`src/rtl/cpu_types_pkg.sv`:
```
// Shared cache-bus types: RAM handshake states and the memory arbiter FSM encoding.
package cpu_types_pkg;

   typedef enum logic [1:0] {
      FREE   = 2'd0,
      BUSY   = 2'd1,
      ACCESS = 2'd2,
      ERROR  = 2'd3
   } ramstate_t;

   typedef enum logic [2:0] {
      ARB_IDLE   = 3'd0,
      ARB_IREAD  = 3'd1,
      ARB_DREAD  = 3'd2,
      ARB_DWRITE = 3'd3,
      ARB_ABORT  = 3'd4
   } arb_state_t;

   localparam int ARB_TIMEOUT_DEF = 16;
   localparam int ARB_STAT_W_DEF  = 16;

endpackage

```
`src/rtl/mem_arbiter_ctrl_sat_counter.sv`:
```
// Saturating up-counter used for per-requester transaction statistics.
module sat_counter #(
   parameter int W = 16
) (
   input  logic         CLK,
   input  logic         nRST,
   input  logic         inc,
   output logic [W-1:0] q
);

   logic [W-1:0] cnt_q;
   logic [W-1:0] cnt_d;

   // Next count: hold at all-ones instead of wrapping.
   always_comb begin
      cnt_d = cnt_q;
      if (inc && (cnt_q != {W{1'b1}})) begin
         cnt_d = cnt_q + {{(W-1){1'b0}}, 1'b1};
      end else begin
         cnt_d = cnt_q;
      end
   end

   // Counter register.
   always_ff @(posedge CLK or negedge nRST) begin
      if (!nRST) begin
         cnt_q <= {W{1'b0}};
      end else begin
         cnt_q <= cnt_d;
      end
   end

   assign q = cnt_q;

endmodule

```
`src/rtl/mem_arbiter_ctrl.sv`:
```
// Memory-side arbiter between dcache and icache: grants one single-word request at a
// time, drives the RAM port, returns data/wait handshakes, and aborts on RAM error or stall.
module mem_arbiter_ctrl
   import cpu_types_pkg::*;
#(
   parameter int TIMEOUT = ARB_TIMEOUT_DEF,
   parameter int STAT_W  = ARB_STAT_W_DEF
) (
   input  logic              CLK,
   input  logic              nRST,
   input  logic              iREN,
   input  logic [31:0]       iaddr,
   output logic              iwait,
   output logic [31:0]       iload,
   input  logic              dREN,
   input  logic              dWEN,
   input  logic [31:0]       daddr,
   input  logic [31:0]       dstore,
   output logic              dwait,
   output logic [31:0]       dload,
   output logic              ramREN,
   output logic              ramWEN,
   output logic [31:0]       ramaddr,
   output logic [31:0]       ramstore,
   input  logic [31:0]       ramload,
   input  logic [1:0]        ramstate,
   output logic              err,
   output logic [STAT_W-1:0] icount,
   output logic [STAT_W-1:0] dcount
);

   localparam int                WDOG_W   = $clog2(TIMEOUT);
   localparam logic [WDOG_W-1:0] WDOG_MAX = WDOG_W'(TIMEOUT - 1);

   arb_state_t        state_q, state_d;
   logic              last_d_q, last_d_d;
   logic [WDOG_W-1:0] wdog_q, wdog_d;
   ramstate_t         rs_s;
   logic              req_live_s;
   logic              serve_s;
   logic              i_inc_s;
   logic              d_inc_s;

   assign rs_s    = ramstate_t'(ramstate);
   assign serve_s = (state_q == ARB_IREAD) || (state_q == ARB_DREAD) || (state_q == ARB_DWRITE);

   // Grant, RAM port decode, handshakes and watchdog next-state.
   always_comb begin
      state_d    = state_q;
      last_d_d   = last_d_q;
      wdog_d     = wdog_q;
      ramREN     = 1'b0;
      ramWEN     = 1'b0;
      ramaddr    = 32'h0000_0000;
      ramstore   = 32'h0000_0000;
      iwait      = 1'b1;
      dwait      = 1'b1;
      iload      = 32'h0000_0000;
      dload      = 32'h0000_0000;
      err        = 1'b0;
      req_live_s = 1'b0;
      i_inc_s    = 1'b0;
      d_inc_s    = 1'b0;

      case (state_q)
         ARB_IDLE: begin
            wdog_d = {WDOG_W{1'b0}};
            // The icache gets its turn when the dcache won the previous grant.
            if ((dREN || dWEN) && iREN && last_d_q) begin
               state_d  = ARB_IREAD;
               last_d_d = 1'b0;
            end else if (dWEN) begin
               state_d  = ARB_DWRITE;
               last_d_d = 1'b1;
            end else if (dREN) begin
               state_d  = ARB_DREAD;
               last_d_d = 1'b1;
            end else if (iREN) begin
               state_d  = ARB_IREAD;
               last_d_d = 1'b0;
            end else begin
               state_d  = ARB_IDLE;
            end
         end
         ARB_DREAD: begin
            req_live_s = dREN;
            ramREN     = dREN;
            ramaddr    = daddr;
            if (dREN && (rs_s == ACCESS)) begin
               dwait   = 1'b0;
               dload   = ramload;
               d_inc_s = 1'b1;
            end else begin
               dwait   = 1'b1;
            end
         end
         ARB_DWRITE: begin
            req_live_s = dWEN;
            ramWEN     = dWEN;
            ramaddr    = daddr;
            ramstore   = dstore;
            if (dWEN && (rs_s == ACCESS)) begin
               dwait   = 1'b0;
               d_inc_s = 1'b1;
            end else begin
               dwait   = 1'b1;
            end
         end
         ARB_IREAD: begin
            req_live_s = iREN;
            ramREN     = iREN;
            ramaddr    = iaddr;
            if (iREN && (rs_s == ACCESS)) begin
               iwait   = 1'b0;
               iload   = ramload;
               i_inc_s = 1'b1;
            end else begin
               iwait   = 1'b1;
            end
         end
         ARB_ABORT: begin
            err     = 1'b1;
            state_d = ARB_IDLE;
         end
         default: begin
            state_d = ARB_IDLE;
         end
      endcase

      // A dropped request ends the serve silently; otherwise wait for ACCESS or give up.
      if (serve_s) begin
         if (!req_live_s) begin
            state_d = ARB_IDLE;
         end else if (rs_s == ACCESS) begin
            state_d = ARB_IDLE;
         end else if ((rs_s == ERROR) || (wdog_q == WDOG_MAX)) begin
            state_d = ARB_ABORT;
         end else begin
            wdog_d  = wdog_q + {{(WDOG_W-1){1'b0}}, 1'b1};
         end
      end else begin
         wdog_d = wdog_d;
      end
   end

   // FSM, fairness and watchdog registers.
   always_ff @(posedge CLK or negedge nRST) begin
      if (!nRST) begin
         state_q  <= ARB_IDLE;
         last_d_q <= 1'b0;
         wdog_q   <= {WDOG_W{1'b0}};
      end else begin
         state_q  <= state_d;
         last_d_q <= last_d_d;
         wdog_q   <= wdog_d;
      end
   end

   sat_counter #(.W(STAT_W)) u_icount (
      .CLK  (CLK),
      .nRST (nRST),
      .inc  (i_inc_s),
      .q    (icount)
   );

   sat_counter #(.W(STAT_W)) u_dcount (
      .CLK  (CLK),
      .nRST (nRST),
      .inc  (d_inc_s),
      .q    (dcount)
   );

endmodule
```
`config.mk`:
```
export PLATFORM = sky130hd
export DESIGN_NAME = mem_arbiter_ctrl
export DESIGN_NICKNAME = d
export VERILOG_FILES = /design/src/rtl/cpu_types_pkg.sv /design/src/rtl/mem_arbiter_ctrl_sat_counter.sv /design/src/rtl/mem_arbiter_ctrl.sv
export SDC_FILE = /design/constraint.sdc
export NUM_CORES = 1
export LEC_CHECK = 0
export CAP_MARGIN = 10
export CORE_ASPECT_RATIO = 0.5
export CORE_MARGIN = 2
export CORE_UTILIZATION = 28
export CTS_CLUSTER_SIZE = 14
export DETAILED_ROUTE_END_ITERATION = 10
export GPL_TIMING_DRIVEN = 0
export PLACE_DENSITY = 0.81
export SLEW_MARGIN = 20
export SYNTH_ARGS = -nofsm -noshare
export SYNTH_HDL_FRONTEND = slang
export SYNTH_SLANG_ARGS = --single-unit
```
`constraint.sdc`:
```
create_clock -name CLK -period 2 [get_ports CLK]
set_input_delay 0.4 -clock CLK [delete_from_list [all_inputs] [get_ports CLK]]
set_output_delay 0.4 -clock CLK [all_outputs]
set_load 0.01 [all_outputs]
```
==> results by stage <==
Outcome:
- The flow ran to the end, but the final reports show violations.
- The final reports fail on setup timing.

Final layout:
- Once layout is complete, the cells apart from fillers number 884.
- In the final layout, flip-flops and latches occupy between 0.001 and 0.0015 mm².
- The top cell types in the final layout, fill and taps aside, are sky130_fd_sc_hd__clkdlybuf4s50_1 (160), sky130_fd_sc_hd__buf_6 (112), sky130_fd_sc_hd__and2_4 (48), sky130_fd_sc_hd__buf_2 (48), sky130_fd_sc_hd__dfrtp_1 (38).
- From synthesis to final layout, the design area changed by 144%.
- The post-route netlist has a little under half of its cells at a drive strength greater than 1.
- The area occupied by multi-input gates is around 0.0024 mm².
- The layout has ~750 filler cells.
- The final net count is just under 900.
- The finished cells cover 0.00780 mm².
- The library cell used most frequently in the layout, excluding fill and tap cells, is sky130_fd_sc_hd__clkdlybuf4s50_1.

Global route:
- Global routing used 28.2% of the available tracks across all layers.
- The number of antenna violations at the first check in global routing is 2.
- The total global routing overflow is 0.
- Entering global routing, the biggest net connects 33 pins.
- The number of global-route vias before repair is roughly 4,400.
- The first-pass GRT wire length is 26,300 µm.

Clock tree:
- After clock tree synthesis, the clock-pin slew on the worst setup and hold paths is 70 ps.
- CTS built an H-tree with a depth of 2.
- The number of clock buffers added by TritonCTS is 5.
- No sink is reached through more buffers than the 2 on the longest clock path.
- The sink count of the clock tree is 40.
- The clock insertion delay at the later pin of the skew report is 290 ps.
- The library cell used as clock root buffer is sky130_fd_sc_hd__clkbuf_16.
- TritonCTS built the clock tree.

Setup path:
- The number of buffers and inverters on the critical path is 6.
- The worst stage delay on the critical path is 460 ps.
- Counting cells, the worst reg-to-reg path comes to 8.
- Data on the critical path is required at its endpoint by ~1600 ps.
- The endpoint identified for the worst register-to-register timing path is u_dcount.q[15].
- The launching element type of the critical path is a register.
- Traced cell by cell, the critical path runs through buf_6 -> buf_12 -> nand4bb_4 -> nor2b_4 -> clkbuf_8 -> buf_6 -> buf_6 -> and2_1 -> buf_2.
- In this run the worst path has a maximum fanout of 6.
- In this run the worst setup path begins at state_q[1].
- The worst setup path is of the register to output pin kind.
- The cell family contributing the most delay on the critical path is buffers and inverters.
- The worst setup path is captured at an output pin.
- The worst register-to-register path begins at state_q[1].
- The critical path's slowest cell is sky130_fd_sc_hd__dfrtp_1.
- Counting buffers and inverters, the worst setup path is 9 cells deep.
- Setup slack on the worst reg-to-reg path comes out at -210 ps.
- For the worst setup path, the data arrival time is ~2000 ps.
- Among the stages of the critical path, the cell type that occurs most often is sky130_fd_sc_hd__buf_6.
- In this run the worst setup path terminates at dload[14].

STA:
- The smallest clock period supported by the final layout is computed as 2440 ps.
- Timing would allow up to 0.410 GHz.
- At the pin with the least slew margin, the transition time is around 640 ps.
- Between clock sinks in the finished design, the worst skew comes to 10.8 ps.
- Headroom to the max-slew limit came out at 57.2%.
- The number of pins with negative max-slew slack in the final report is 0.
- Setup violations remaining at the end of the flow were counted as ~160.
- The hold violation total from the final report was 0.
- Dividing the final minimum period by the clock period gives 122%.
- In the post-route analysis, the smallest setup slack over all paths is -439 ps.
- Final hold analysis gives a worst-case slack of 476 ps.
- Setup repair after global routing could not meet its margin everywhere.

Die:
- The die boundary width is 155 µm.
- The area of the die is 0.0124 mm².
- The initial core utilization is between 20% and 30%.
- The cell row count is 27.
- The core footprint is 0.0111 mm².
- The y dimension of the die is 79.6 µm.
- The top-level I/O count is 300.

Route:
- The average routed wire per standard cell is 23.2 µm.
- The via count normalized by instance count is around 5.4.
- The antenna violation net count after detailed routing is 0.
- The detailed router placed 4,772 vias in this run.
- The total iterations of the first detailed-routing run is 4.
- For this run, design rule violations remaining after detail routing come to 0.
- The initial DRC count is 330.
- The final wirelength is 20,500 µm.

Pwr:
- The leakage component of the power is between 3 and 4 nW.
- Power spread over the standard cell area amounts to between 800 and 900 mW/mm².
- VDD sags by at most 0.000456 V.

Synth:
- The net count of the mapped netlist is 497.
- A synthesized cell averages 8.92 µm².
- The number of flip-flops and latches in the synthesized netlist is 40.
- In the post-synthesis netlist, the biggest area contributors are sky130_fd_sc_hd__dfrtp_1 (31%), sky130_fd_sc_hd__and2_1 (13%), sky130_fd_sc_hd__a22o_1 (8.8%), sky130_fd_sc_hd__and3_1 (7.4%), sky130_fd_sc_hd__xnor2_1 (3.8%).
- The share of Yosys cell area claimed by the top area cell type is a little under a third.
- The number of warnings printed during yosys synthesis is 0.
- After synthesis, flip-flops and latches occupy 31.3% of the total area.
- The post-synthesis async set-or-reset flop share is 100%.
- The number of enable flip-flop cells after synthesis is 0.
- The biggest area consumer among synthesized cells is sky130_fd_sc_hd__dfrtp_1.
- The most used flip-flop cell after synthesis is sky130_fd_sc_hd__dfrtp_1.
- The cell area after synthesis is 0.00320 mm².
- Counting every instance in the synthesized netlist gives 359.
- The number of different library cells in the post-synthesis netlist is 50.

Placed design:
- The weighted congestion at the end of routability-driven global placement is around 0.93.
- The post-DP HPWL is 13,600 µm.
- The total placed instance area is 0.00638 mm².
- Buffers placed on the I/O ports in this run total 298.
- The placed instance count is 803.

Worst hold path:
- The class of the most critical hold timing path is input pin to register.
- The worst hold path begins at ramstate[1].

Run:
- The number of max-cap violations is 0.
## routing by layer
layer / wire, µm / global-route usage, % / vias up / share of wire [%]
met4: 1530 / 20.0 / 0 / 7.5
met1: 7260 / 30.6 / 2358 / 35
li1: - / - / 2067 / -
met2: 10600 / 50.4 / 243 / 52
met3: 1110 / 5.43 / 104 / 5.4
met5: 0 / 0 / - / 0
## final cells by class
type	instances	share of cell area (%)
inverter	7	0.401
buffer	26	4.11
antenna	2	0.0642
tap	145	2.33
multi-input combinational	282	31.4
timing repair buffer	374	47.0
clock buffer	8	1.88
sequential	40	12.9
## cells in the mapped netlist (all sizes together) (2+ instances only)
cell type  count
nand3         10
clkbuf        23
a2111oi        2
a31oi          3
and4           5
o2bb2ai        2
a21oi          3
nor3           7
nor4b          2
xnor2         14
o2111ai        4
mux2           5
o21ai          4
xor2          14
or4            2
dfrtp         40
nor2b          5
buf            7
nand4         10
nor4           9
or3            2
ha             3
inv            7
o211ai         2
nor3b          4
and3          38
nor2           5
and2          66
a22o          32
nand2         14
mux2i          4
nand2b         2
## tightest hold or removal path, cell delays in order
cell                      delay, ps
sky130_fd_sc_hd__buf_6          110
sky130_fd_sc_hd__or4_1          110
sky130_fd_sc_hd__o21ai_0         80
## power by group
group	switching (W)	internal, W	total (W)
clock network	0.000336	0.000499	0.000835
registers	0.000160	0.000912	0.00107
logic	0.00190	0.00250	0.00440
## metrics by stage
stage	total power, W	util, %	setup slack, ps	setup TNS [ps]
3_3_place_gp	0.00402	57.4	-1220	-117240
4_1_cts	0.00548	64.5	-248	-14400
5_1_grt	0.00654	70.4	-457	-43340
6_report	0.00631	70.4	-439	-35980
2_1_floorplan	0.00240	-	108	0
3_5_place_dp	0.00407	57.6	-1260	-102720
## flip-flops by register name, indices dropped and copies added, names as in the netlist
| signal | cells |
|---|---|
| last_d_q | 1 |
| state_q | 3 |
| u_dcount.q | 16 |
| u_icount.q | 16 |
| wdog_q | 4 |
## how the worst min path moves through the flow
stage          slack [ps]              to  cells after the start
2_1_floorplan         100        last_d_q                      0
3_3_place_gp          480   u_icount.q[5]                      1
3_5_place_dp          270  u_icount.q[10]                      1
4_1_cts               510  u_icount.q[10]                      2
5_1_grt               480       wdog_q[2]                      3
6_report              480       wdog_q[2]                      3
## timing repair
item | CTS | global route
setup endpoints to repair | 149 | 151
gates cloned | 9 | 5
pin swaps | 51 | 22
endpoints found under the hold margin | 8 | 0
hold buffers | 1 | 0
resized for setup | 683 | 194
setup buffers | 49 | 15
## kinds of logic (layout without fill, tap and decap cells)
| family | Yosys count | count (layout) | synth area share (%) |
|---|---|---|---|
| XOR/XNOR | 28 | 28 | 7.66 |
| AND/OR/NAND/NOR | 186 | 186 | 37.1 |
| buffers and inverters | 37 | 415 | 5.00 |
| multiplexers | 9 | 9 | 3.01 |
| adder cells (fa/ha/maj) | 3 | 3 | 1.17 |
| flip-flops | 40 | 40 | 31.3 |
| other | 0 | 2 | 0 |
| AO/OA/AOI/OAI | 56 | 56 | 14.7 |
No activity file was read; power rests on OpenSTA's default activity.
